**config.mk**
```make
export PLATFORM = sky130hd
export DESIGN_NAME = tagged_flow_fifo_bank
export DESIGN_NICKNAME = d
export VERILOG_FILES = /design/src/rtl/tagged_flow_pkg.sv /design/src/rtl/tagged_flow_fifo_bank_flow_fifo.sv /design/src/rtl/tagged_flow_fifo_bank.sv
export SDC_FILE = /design/constraint.sdc
export NUM_CORES = 1
export LEC_CHECK = 0
export ABC_CLOCK_PERIOD_IN_PS = 3500
export BUFFER_PORTS_ARGS = -buffer_cell sky130_fd_sc_hd__buf_2
export CAP_MARGIN = 10
export CELL_PAD_IN_SITES_DETAIL_PLACEMENT = 2
export CELL_PAD_IN_SITES_GLOBAL_PLACEMENT = 2
export CORE_MARGIN = 8
export CORE_UTILIZATION = 49
export CTS_CLUSTER_DIAMETER = 150
export DETAILED_ROUTE_END_ITERATION = 6
export PLACE_DENSITY_LB_ADDON = 0.1
export SLEW_MARGIN = 0
export SYNTH_ARGS = -nofsm -noshare
export SYNTH_HDL_FRONTEND = slang
export SYNTH_HIERARCHICAL = 1
export SYNTH_SLANG_ARGS = --single-unit
```
**constraint.sdc**
```tcl
create_clock -name clk -period 3.5 [get_ports clk]
set_input_delay 0.7 -clock clk [delete_from_list [all_inputs] [get_ports clk]]
set_output_delay 0.7 -clock clk [all_outputs]
set_load 0.05 [all_outputs]
```
**src/rtl/tagged_flow_pkg.sv**
```systemverilog
// tagged_flow_pkg: default widths and din tag/payload split for the tagged flow FIFO bank
package tagged_flow_pkg;
  localparam int DEF_DATA_W = 8;
  localparam int DEF_FLUX = 4;
  localparam int DEF_TAG_W = $clog2(DEF_FLUX);
  typedef struct packed {
    logic [DEF_TAG_W-1:0]  tag;
    logic [DEF_DATA_W-1:0] data;
  } tagged_word_t;
  function automatic tagged_word_t split_din(input logic [DEF_TAG_W+DEF_DATA_W-1:0] din);
    return tagged_word_t'(din);
  endfunction
endpackage

```
**src/rtl/tagged_flow_fifo_bank_flow_fifo.sv**
```systemverilog
// flow_fifo: single-flow first-word-fall-through FIFO, storage not cleared by reset
module flow_fifo #(
  parameter int DEPTH  = 16,
  parameter int DATA_W = 8
) (
  input  logic                     clk,
  input  logic                     rst,
  input  logic                     wr_en,
  input  logic [DATA_W-1:0]        wr_data,
  input  logic                     rd_en,
  output logic [DATA_W-1:0]        rd_data,
  output logic                     full,
  output logic                     empty,
  output logic [$clog2(DEPTH):0]   count
);
  localparam int AW = $clog2(DEPTH);
  localparam logic [AW:0] DEPTH_C = (AW+1)'(DEPTH);
  logic [DATA_W-1:0] mem_q [DEPTH];
  logic [AW-1:0] wr_ptr_q, wr_ptr_d, rd_ptr_q, rd_ptr_d;
  logic [AW:0] count_q, count_d;
  logic wr_ok, rd_ok;
  assign full = count_q == DEPTH_C;
  assign empty = count_q == '0;
  assign count = count_q;
  assign rd_data = empty ? '0 : mem_q[rd_ptr_q];
  // full is judged before the pop, so a write to a full FIFO is dropped even while it drains
  always_comb begin
    wr_ok = wr_en && !full;
    rd_ok = rd_en && !empty;
    wr_ptr_d = wr_ok ? wr_ptr_q + 1'b1 : wr_ptr_q;
    rd_ptr_d = rd_ok ? rd_ptr_q + 1'b1 : rd_ptr_q;
    count_d = count_q + (AW+1)'(wr_ok) - (AW+1)'(rd_ok);
  end
  // pointer and occupancy registers, discarded at once by reset
  always_ff @(posedge clk or posedge rst) begin
    if (rst) begin
      wr_ptr_q <= '0;
      rd_ptr_q <= '0;
      count_q <= '0;
    end else begin
      wr_ptr_q <= wr_ptr_d;
      rd_ptr_q <= rd_ptr_d;
      count_q <= count_d;
    end
  end
  // storage array, written only on an accepted word
  always_ff @(posedge clk) begin
    if (wr_ok) mem_q[wr_ptr_q] <= wr_data;
  end
endmodule

```
**src/rtl/tagged_flow_fifo_bank.sv**
```systemverilog
// tagged_flow_fifo_bank: demux of a shared {tag,data} write bus into per-flow FWFT FIFOs; TAGGED_FIFO_OVF_CHECK_EN enables sticky overflow flags
module tagged_flow_fifo_bank
  import tagged_flow_pkg::*;
#(
  parameter int DEPTH  = 16,
  parameter int FLUX   = DEF_FLUX,
  parameter int DATA_W = DEF_DATA_W,
  parameter int TAG_W  = $clog2(FLUX)
) (
  input  logic                     clk,
  input  logic                     rst,
  input  logic [TAG_W+DATA_W-1:0]  din,
  input  logic                     write,
  output logic [FLUX-1:0]          full,
  input  logic [FLUX-1:0]          rd_en,
  output logic [FLUX*DATA_W-1:0]   dout,
  output logic [FLUX-1:0]          empty,
  output logic [FLUX-1:0]          ovf_err
);
  localparam int CW = $clog2(DEPTH) + 1;
  localparam logic [CW-1:0] DEPTH_C = CW'(DEPTH);
  logic [TAG_W-1:0] tag;
  logic [DATA_W-1:0] wdata;
  logic [FLUX-1:0] wr_en;
  logic [CW-1:0] cnt [FLUX];
  // route the write strobe to the flow named by the tag bits
  always_comb begin
    tag = din[TAG_W+DATA_W-1 -: TAG_W];
    wdata = din[DATA_W-1:0];
    wr_en = '0;
    wr_en[tag] = write;
  end
  for (genvar i = 0; i < FLUX; i++) begin : g_flow
    flow_fifo #(.DEPTH(DEPTH), .DATA_W(DATA_W)) u_fifo (
      .clk     (clk),
      .rst     (rst),
      .wr_en   (wr_en[i]),
      .wr_data (wdata),
      .rd_en   (rd_en[i]),
      .rd_data (dout[i*DATA_W +: DATA_W]),
      .full    (full[i]),
      .empty   (empty[i]),
      .count   (cnt[i])
    );
    a_cnt: assert property (@(posedge clk) disable iff (rst) cnt[i] <= DEPTH_C);
  end
`ifdef TAGGED_FIFO_OVF_CHECK_EN
  logic [FLUX-1:0] ovf_q, ovf_d;
  // a write aimed at a full flow latches that flow's error bit
  always_comb begin
    ovf_d = ovf_q;
    if (write && full[tag]) ovf_d[tag] = 1'b1;
  end
  // sticky error register, cleared only by reset
  always_ff @(posedge clk or posedge rst) begin
    if (rst) ovf_q <= '0;
    else begin
      ovf_q <= ovf_d;
`ifndef SYNTHESIS
      if (write && full[tag]) $error("tagged_flow_fifo_bank: write dropped on full flow %0d", tag);
`endif
    end
  end
  assign ovf_err = ovf_q;
`else
  assign ovf_err = '0;
`endif
endmodule

```
==> results of run 1 <==
## through the flow
| stage | hold WS, ns | utilization [%] | instance area (um^2) | TNS, ns | setup WS, ns |
|---|---|---|---|---|---|
| after CTS | 0.2684 | 55.97 | 26610 | 0 | 0.006125 |
| after global routing | 0.2779 | 56.05 | 26650 | -0.08719 | -0.02478 |
| after floorplan | 0.5503 | - | 23530 | 0 | 0.4227 |
| final | 0.2704 | 56.06 | 26660 | 0 | 0.04518 |
| after detailed placement | 0.5889 | 51.85 | 24650 | 0 | 0.4405 |
| after global placement | 0.5627 | 51.85 | 24650 | 0 | 0.4924 |
## what timing repair did
item | in CTS | in global routing
endpoints found under the setup margin | 30 | 11
resized for setup | 6 | 10
endpoints found under the hold margin | 0 | 0
setup buffers | 8 | 0
## synth_stat cells
cell / count / share of area [%]
edfxtp_1: 512 / 65
a211oi_1: 64 / 2.0
mux4_1: 64 / 7.2
mux4_2: 64 / 6.1
dfrtp_1: 52 / 5.5
inv_1: 48 / 0.77
ha_1: 44 / 2.3
and2_1: 32 / 0.85
mux2i_1: 32 / 1.4
xnor2_1: 28 / 1.0
nor2_1: 24 / 0.38
and2b_1: 20 / 0.64
buf_4: 20 / 0.64
nor2b_1: 20 / 0.53
buf_2: 16 / 0.34
nor4_1: 16 / 0.43
buf_6: 12 / 0.57
clkbuf_1: 12 / 0.19
nand2_1: 12 / 0.19
xor2_1: 12 / 0.45
a21oi_1: 8 / 0.17
nand4_1: 8 / 0.21
nor3b_1: 8 / 0.26
a21o_1: 4 / 0.13
and4bb_2: 4 / 0.21
buf_12: 4 / 0.34
clkbuf_4: 4 / 0.13
clkbuf_8: 4 / 0.23
fa_1: 4 / 0.34
inv_2: 4 / 0.064
mux2_2: 4 / 0.19
nand3_1: 4 / 0.085
nor4b_4: 4 / 0.40
o21ai_0: 4 / 0.085
and3b_1: 2 / 0.075
and3_2: 1 / 0.032
conb_1: 1 / 0.016
nor3b_2: 1 / 0.053
## cell type report
class	instances	area, um^2
tap	615	769.5
multi-input combinational	492	6148
antenna	3	7.507
clock buffer	87	1682
inverter	52	195.2
fill	3905	20890
timing repair buffer	142	969.7
sequential	564	16690
clock inverter	19	191.4
## worst reg2reg max path, cell delays in order, from the launching register on
cell and delay (ns):
dfrtp_1 0.37, inv_1 0.07, ha_1 0.22, nor4b_4 0.13
buf_4 0.18, nor2b_1 0.42, ha_1 0.23, inv_1 0.05
ha_1 0.22, fa_1 0.47, a21oi_1 0.22, nor2_1 0.08
nor2_1 0.15, xnor2_1 0.14
## per-layer routing
| metal | up-vias | wire, um | GRT usage [%] |
|---|---|---|---|
| met4 | 2 | 1223 | 5.024 |
| met2 | 214 | 30740 | 37.75 |
| li1 | 5017 | - | - |
| met1 | 6241 | 24770 | 27.42 |
| met3 | 81 | 2211 | 3.172 |
| met5 | - | 13 | 0 |
## power breakdown
| part | switching, mW | internal (mW) | leakage (nW) | total (mW) |
|---|---|---|---|---|
| registers | 0.820 | 7.84 | 5.21 | 8.66 |
| logic | 4.57 | 3.06 | 3.17 | 7.63 |
| clock network | 2.52 | 3.59 | 0.922 | 6.10 |
| total | 7.91 | 14.5 | 9.30 | 22.4 |
## flip-flops by register name (all words and copies together) (netlist names)
name / cells
g_flow.u_fifo/mem_q: 512
g_flow.u_fifo/count: 20
g_flow.u_fifo/wr_ptr_q: 16
g_flow.u_fifo/rd_ptr_q: 16
## cells by family after synthesis
group	after synthesis	share of synthesized area, %
other	1	0.01595
DFF	564	70.92
muxes	164	14.84
and+or+nand+nor	156	4.353
buffers and inverters	124	3.278
adders and majority gates	48	2.682
xor gates and xnor gates	40	1.490
AOI/OAI and AO/OA	80	2.426
## path summary, 6_finish.rpt
kind | depth (start not counted) | end | slack, ns | start
worst max-delay path | 6 | dout[19] | 0.05 | g_flow[2].u_fifo/rd_ptr_q[0]
worst min-delay path | 2 | g_flow[0].u_fifo/wr_ptr_q[2] | 0.27 | rst
worst max register to register | 13 | g_flow[3].u_fifo/count[4] | 0.47 | g_flow[3].u_fifo/count[2]
worst min register to register | 1 | g_flow[2].u_fifo/count[0] | 0.60 | g_flow[2].u_fifo/count[0]
max in group asynchronous | 2 | g_flow[3].u_fifo/rd_ptr_q[0] | 2.73 | rst
min in group clk | 4 | g_flow[2].u_fifo/rd_ptr_q[0] | 0.54 | rd_en[2]
==> results.sh, run 1 <==
export IMPL_yosysSeqAreaShare_pct=70.92
export IMPL_grt_overflow=0
export IMPL_grt_first_pass_wirelength_um=87950
export IMPL_track_usage_pct=21.26
export IMPL_period_share_pct=98.71
export IMPL_drc=0
export IMPL_p_leak_nw=9.304
export IMPL_clk_pin_slew_ns=0.06
export IMPL_critPathKind="reg -> out"
export IMPL_worstPathMaxFanout=9
export IMPL_min_path_type="in -> async"
export IMPL_finalHoldViolCount=0
export IMPL_avgSynthCellArea_um2=19.98
export IMPL_critPathRequiredTime_ns=2.80
export IMPL_final_cell_mix="512 x edfxtp_1, 83 x buf_4, 64 x mux4_2, 64 x mux4_1"
export IMPL_cts_tree="done"
export IMPL_p_total_mw=22.40
export IMPL_wire_per_inst_um=29.87
export IMPL_tightest_slew_ns=1.050
export IMPL_grt_max_degree=65
export IMPL_worstSetupStartpointType="flop"
export IMPL_clock_latency_ns=0.60
export IMPL_synth_cells=1177
export IMPL_finalWirelength_um=58960
export IMPL_dpl_hpwl_um=38620
export IMPL_initial_utilization_pct=49.46
export IMPL_synth_seq_cells=564
export IMPL_critPathSlowestCell="dfrtp_4"
export IMPL_finalCriticalPeriod_ns=3.455
export IMPL_cts_htree_levels=2
export IMPL_vias=11555
export IMPL_final_common_cell="edfxtp_1"
export IMPL_dpl_cell_count=1857
export IMPL_path_cells="buf_4 -> mux4_2 -> and2b_1 -> a211oi_1 -> a211oi_1 -> buf_2"
export IMPL_finalClockSkew_ns=0.01383
export IMPL_drive_above_1_share_pct=24.04
export IMPL_crit_buf_inv=2
export IMPL_rsz0062_at_grt="true"
export IMPL_die_x_um=235.1
export IMPL_die_y_um=235.1
export IMPL_holdBufCountCts=0
export IMPL_port_buffers=56
export IMPL_core_um2=47550
export IMPL_final_max_slew_viol_count=0
export IMPL_dr_first_iter_drc_count=689
export IMPL_antenna_found_initial=5
export IMPL_crit_top_cell="a211oi_1"
export IMPL_path_delay_family="compound AO/OA/AOI/OAI gates"
export IMPL_setup_violations_final=0
export IMPL_cts_made_buffers=58
export IMPL_clock_sinks=564
export IMPL_synthToLayoutAreaGrowth_pct=13.36
export IMPL_fin_nets=1375
export IMPL_ant_nets=0
export IMPL_floorplan_rows=80
export IMPL_drv_cap=0
export IMPL_die_area_um2=55250
export IMPL_yosys_cell_types_count=38
export IMPL_maxSlewHeadroom_pct=29.97
export IMPL_status="completed"
export IMPL_io_pins=61
export IMPL_viasPerCell=5.854
export IMPL_ctsRootBufferMaster="clkbuf_16"
export IMPL_yosys_warnings=6
export IMPL_first_global_vias=12991
export IMPL_drtPass1Iterations=5
export IMPL_stdcell_count=1974
export IMPL_cp_arrival_ns=2.75
export IMPL_gp_congestion=0.7472
export IMPL_syn_area_um2=23510
export IMPL_cp_slowest_stage_delay_ns=0.50
export IMPL_irDropWorstVdd_uv=1141
export IMPL_clock_path_buffers=3
export IMPL_max_freq_mhz=289.5
export IMPL_end_kind="output port"
export IMPL_power_density_nw_per_um2=840.3
Power figures use the tool's default switching activity.
==> run 2: changes to the inputs <==
- CORE_ASPECT_RATIO: default -> 1.4
==> run 2 against run 1 <==
Effect of this change: power decreased by 0.40%; combinational power decreased by 0.9%; first-iteration DRC count decreased by 8.0%; flip-flop and latch count unchanged; critical path depth unchanged; critical path type unchanged; largest power group unchanged.
==> results.sh, run 2 (same netlist as run 1, synthesis figures left out) <==
export IMPL_status="completed"
export IMPL_cts_made_buffers=55
export IMPL_end_kind="output port"
export IMPL_min_path_type="in -> async"
export IMPL_track_usage_pct=21.61
export IMPL_viasPerCell=5.787
export IMPL_worstPathMaxFanout=7
export IMPL_vias=11511
export IMPL_setup_violations_final=0
export IMPL_grt_max_degree=65
export IMPL_final_cell_mix="512 x edfxtp_1, 85 x buf_4, 64 x mux4_2, 64 x mux4_1, 61 x a211oi_1"
export IMPL_final_max_slew_viol_count=0
export IMPL_wire_per_inst_um=29.78
export IMPL_die_x_um=201.1
export IMPL_die_y_um=275.2
export IMPL_finalCriticalPeriod_ns=3.443
export IMPL_drive_above_1_share_pct=23.84
export IMPL_p_leak_nw=9.322
export IMPL_worst_r2r_endpoint="g_flow[1].u_fifo/count[4]"
export IMPL_critPathRequiredTime_ns=2.80
export IMPL_tightest_slew_ns=1.154
export IMPL_grt_first_pass_wirelength_um=88240
export IMPL_p_total_mw=22.31
export IMPL_path_delay_family="buffers and inverters"
export IMPL_drtPass1Iterations=4
export IMPL_r2r_start="g_flow[1].u_fifo/count[2]"
export IMPL_max_freq_mhz=290.4
export IMPL_maxSlewHeadroom_pct=23.05
export IMPL_die_area_um2=55350
export IMPL_first_global_vias=13157
export IMPL_crit_buf_inv=3
export IMPL_fin_nets=1378
export IMPL_drc=0
export IMPL_clock_sinks=564
export IMPL_holdBufCountCts=0
export IMPL_core_um2=47660
export IMPL_pre_cts_slack_ns=0.3941
export IMPL_critPathKind="reg -> out"
export IMPL_worstSetupStartpointType="flop"
export IMPL_cts_htree_levels=2
export IMPL_grt_overflow=0
export IMPL_port_buffers=56
export IMPL_cp_slowest_stage_delay_ns=0.57
export IMPL_irDropWorstVdd_uv=875.2
export IMPL_synthToLayoutAreaGrowth_pct=13.39
export IMPL_critPathSlowestCell="mux4_1"
export IMPL_clk_pin_slew_ns=0.06
export IMPL_power_density_nw_per_um2=836.7
export IMPL_initial_utilization_pct=49.33
export IMPL_ant_nets=0
export IMPL_drv_cap=0
export IMPL_cts_tree="done"
export IMPL_ctsRootBufferMaster="clkbuf_16"
export IMPL_dr_first_iter_drc_count=634
export IMPL_antenna_cells=0
export IMPL_rrSetupSlack_ns=0.56
export IMPL_final_common_cell="edfxtp_1"
export IMPL_finalWirelength_um=59240
export IMPL_largest_register_ffs=512
export IMPL_clock_path_buffers=3
export IMPL_gp_congestion=0.7331
export IMPL_clock_latency_ns=0.61
export IMPL_io_pins=61
export IMPL_cp_arrival_ns=2.74
export IMPL_floorplan_rows=95
export IMPL_antenna_found_initial=0
export IMPL_path_cells="buf_4 -> buf_4 -> mux4_1 -> a211oi_1 -> a211oi_1 -> buf_2"
export IMPL_rsz0062_at_grt="true"
export IMPL_largest_register="g_flow.u_fifo/mem_q"
export IMPL_finalClockSkew_ns=0.01713
export IMPL_setup_slack_ns=0.05653
export IMPL_dpl_hpwl_um=38440
export IMPL_period_share_pct=98.38
export IMPL_finalHoldViolCount=0
export IMPL_rr_worst_depth=13
[run 2: stage by stage]
step | hold slack, ns | TNS [ns] | util, % | instances | cell area [um^2]
after floorplan | 0.5503 | 0 | - | 1180 | 23530
after global placement | 0.5208 | 0 | 51.65 | 1870 | 24620
after detailed placement | 0.5661 | 0 | 51.65 | 1870 | 24620
after CTS | 0.2244 | 0 | 55.64 | 1977 | 26520
after global routing | 0.2466 | -0.1969 | 55.94 | 1989 | 26660
final | 0.2412 | 0 | 55.94 | 1989 | 26660
[run 2: worst max-delay path by stage]
stage                                  from                   endpoint  slack (ns)  cells past startpoint
2_1_floorplan  g_flow[0].u_fifo/rd_ptr_q[0]                    dout[0]        0.42                      6
3_3_place_gp                         din[8]  g_flow[2].u_fifo/count[4]        0.50                     12
3_5_place_dp                         din[8]  g_flow[2].u_fifo/count[4]        0.39                     12
4_1_cts        g_flow[3].u_fifo/rd_ptr_q[3]                   dout[30]       0.002                      5
5_1_grt        g_flow[3].u_fifo/rd_ptr_q[0]                   dout[26]       -0.05                      6
6_report       g_flow[2].u_fifo/rd_ptr_q[0]                   dout[19]        0.06                      6
[run 2: area by class of cell]
type | count | area (um^2)
clock inverters | 35 | 345.3
clock buffers | 68 | 1498
fillers | 3982 | 21000
repair buffers | 148 | 1051
multi-input cells | 492 | 6093
flip-flops and latches | 564 | 16690
inverters | 52 | 195.2
well taps | 630 | 788.3
[run 2: where the power goes]
group	internal [mW]	total, mW	switching, mW
logic	3.11	7.56	4.45
registers	7.84	8.66	0.823
clock network	3.54	6.09	2.54
[run 2: per-layer routing]
layer,GRT usage (%),share of wire (%),vias up
met5,0,0,-
met4,4.908,1.7,0
met3,3.169,3.3,74
met2,40.15,54,200
met1,26.33,40,6233
li1,-,-,5004
[run 2: what timing repair did]
action,4_1_cts,5_1_grt
setup buffers,4,11
gates resized for setup,7,9
endpoints found under the setup margin,18,14
==> run 3: changes to the inputs <==
- ABC_AREA: default -> 1
- ABC_CLOCK_PERIOD_IN_PS: 3500 -> default
- CORE_UTILIZATION: 49 -> 43
==> run 3 against run 2 <==
Effect of this change: area after synthesis increased by 1.9%; combinational power is 24% higher; critical path depth rose by 3; first-iteration DRC count up 21%; final cell count increased by 48%; utilization is 7.2 points lower; setup slack improved by 0.036 ns; maximum frequency increased by 1.1%; via count is 39% higher; synthesized cell count rose by 77%; largest power group is now combinational cells; highest routed layer unchanged.
==> results.sh, run 3 <==
export IMPL_io_pins=61
export IMPL_critPathRequiredTime_ns=2.80
export IMPL_syn_area_um2=23960
export IMPL_rrSetupSlack_ns=0.63
export IMPL_synthToLayoutAreaGrowth_pct=12.34
export IMPL_clock_latency_ns=0.62
export IMPL_drv_cap=0
export IMPL_power_density_nw_per_um2=887.0
export IMPL_yosys_warnings=6
export IMPL_worst_r2r_endpoint="g_flow[3].u_fifo/count[4]"
export IMPL_period_share_pct=97.36
export IMPL_largest_register_ffs=512
export IMPL_finalClockSkew_ns=0.01677
export IMPL_yosys_cell_types_count=21
export IMPL_finalWirelength_um=71650
export IMPL_setup_tns_ns=0
export IMPL_critPathKind="reg -> out"
export IMPL_floorplan_rows=102
export IMPL_final_common_cell="nand2_1"
export IMPL_final_max_slew_viol_count=0
export IMPL_die_x_um=215.5
export IMPL_final_cell_mix="698 x nand2_1, 512 x edfxtp_1, 396 x nand3_1, 84 x nor2_1, 71 x inv_1"
export IMPL_ys_flop_type="edfxtp_1"
export IMPL_min_path_type="in -> async"
export IMPL_rsz0062_at_grt="false"
export IMPL_worstSetupStartpointType="flop"
export IMPL_first_global_vias=18242
export IMPL_synth_cells=2089
export IMPL_worstPathMaxFanout=31
export IMPL_antenna_cells=0
export IMPL_ctsRootBufferMaster="clkbuf_16"
export IMPL_viasPerCell=5.434
export IMPL_initial_utilization_pct=43.35
export IMPL_status="completed"
export IMPL_irDropWorstVdd_uv=618.4
export IMPL_gp_congestion=0.7546
export IMPL_p_leak_nw=10.40
export IMPL_port_buffers=56
export IMPL_yosysSeqAreaShare_pct=69.61
export IMPL_synth_area_leader_cell="edfxtp_1"
export IMPL_die_area_um2=63630
export IMPL_cts_tree="done"
export IMPL_whs_ns=0.2367
export IMPL_fin_nets=2236
export IMPL_finalHoldViolCount=0
export IMPL_dr_first_iter_drc_count=770
export IMPL_synth_edf_count=512
export IMPL_synth_area_top_cells="edfxtp_1 64%, nand2_1 11%, nand3_1 8.3%, dfrtp_1 5.4%, ha_1 2.3%"
export IMPL_cts_htree_levels=2
export IMPL_r2r_start="g_flow[3].u_fifo/count[2]"
export IMPL_grt_max_degree=67
export IMPL_ant_nets=0
export IMPL_setup_violations_final=0
export IMPL_p_total_mw=23.87
export IMPL_maxSlewHeadroom_pct=18.44
export IMPL_grt_first_pass_wirelength_um=109100
export IMPL_core_um2=55260
export IMPL_die_y_um=295.3
export IMPL_drtPass1Iterations=5
export IMPL_grt_overflow=0
export IMPL_drc=0
export IMPL_clock_sinks=564
export IMPL_end_kind="output port"
export IMPL_vias=16015
export IMPL_drive_above_1_share_pct=10.82
export IMPL_synth_common_cells="698 x nand2_1, 512 x edfxtp_1, 396 x nand3_1"
export IMPL_largest_register="g_flow.u_fifo/mem_q"
export IMPL_yosysMostFrequentCell="nand2_1"
export IMPL_clk_pin_slew_ns=0.06
export IMPL_antenna_found_initial=0
export IMPL_tightest_slew_ns=1.223
export IMPL_cp_arrival_ns=2.71
export IMPL_dpl_hpwl_um=45930
export IMPL_finalCriticalPeriod_ns=3.408
export IMPL_track_usage_pct=22.41
export IMPL_rr_worst_depth=13
export IMPL_utilization_pct=48.70
export IMPL_avgSynthCellArea_um2=11.47
export IMPL_synth_seq_cells=564
export IMPL_async_flop_share_pct=9.220
export IMPL_cts_made_buffers=56
export IMPL_clock_path_buffers=3
export IMPL_max_freq_mhz=293.5
export IMPL_synth_top_cell_area_share_pct=64.18
export IMPL_wire_per_inst_um=24.31
[run 3: changes by cell type after synthesis, sizes merged, moves of 37 or more]
cell and delta:
buf +48, nand3 +392, inv +37, nand2 +686, mux4 -128, nor2 +60, a211oi -64
[run 3: what timing repair did]
item / 4_1_cts / 5_1_grt
gates resized for setup: 10 / 16
hold buffers: 0 / 0
buffers inserted: 0 / 1
setup endpoints to repair: 18 / 18
[run 3: final cells by class]
cell class / count / area, um^2
clock buffers: 80 / 1633
clock inverters: 26 / 205.2
fillers: 5569 / 28350
inverters: 94 / 374.1
multi-input cells: 1330 / 6223
flip-flops and latches: 564 / 16690
well taps: 728 / 910.9
repair buffers: 125 / 878.3
[run 3: logic make-up (layout without fill, tap and decap cells)]
family,count (synthesis),after routing,share of synthesized area [%]
AND/OR/NAND/NOR,1186,1186,20.73
flip-flops,564,564,69.61
buffers and inverters,198,325,4.460
AO/OA/AOI/OAI,52,52,1.086
adder cells (fa/ha/maj),48,48,2.632
XOR/XNOR,40,40,1.462
other,1,4,0.01565
[run 3: power breakdown]
group	internal (mW)	switching, mW
clock network	3.46	2.59
registers	7.84	0.585
logic	2.49	6.90
total	13.8	10.1
[run 3: how the worst max path moves through the flow]
stage | start | to | cells past startpoint | slack (ns)
final | g_flow[2].u_fifo/rd_ptr_q[0] | dout[19] | 9 | 0.09
after detailed placement | g_flow[2].u_fifo/rd_ptr_q[0] | dout[19] | 9 | 0.43
after global routing | g_flow[2].u_fifo/rd_ptr_q[0] | dout[19] | 9 | 0.008
after floorplan | g_flow[0].u_fifo/count[2] | dout[0] | 5 | 0.73
after CTS | g_flow[1].u_fifo/rd_ptr_q[0] | dout[14] | 8 | 0.001
after global placement | g_flow[2].u_fifo/rd_ptr_q[0] | dout[19] | 9 | 0.59
[run 3: through the flow]
step / area [um^2] / cells / setup slack, ns
2_1_floorplan: 23970 / 2092 / 0.7250
3_3_place_gp: 25000 / 2840 / 0.5908
3_5_place_dp: 25000 / 2840 / 0.4319
4_1_cts: 26860 / 2946 / 0.001462
5_1_grt: 26910 / 2947 / 0.008036
6_report: 26910 / 2947 / 0.09247
[run 3: worst max-delay path, stage by stage (launching register included)]
cell,delay (ns)
dfrtp_4,0.59
inv_6,0.21
buf_12,0.21
nand2_1,0.07
nand3_1,0.09
nand3_1,0.12
nand2_1,0.14
nand2_1,0.11
a21oi_1,0.25
buf_4,0.25
[run 3: layer usage]
metal | up-vias | wire (um) | track usage [%]
li1 | 7311 | - | -
met1 | 8342 | 28160 | 25.31
met2 | 241 | 39640 | 43.37
met3 | 121 | 2109 | 3.009
met4 | 0 | 1744 | 6.554
met5 | - | 0 | 0
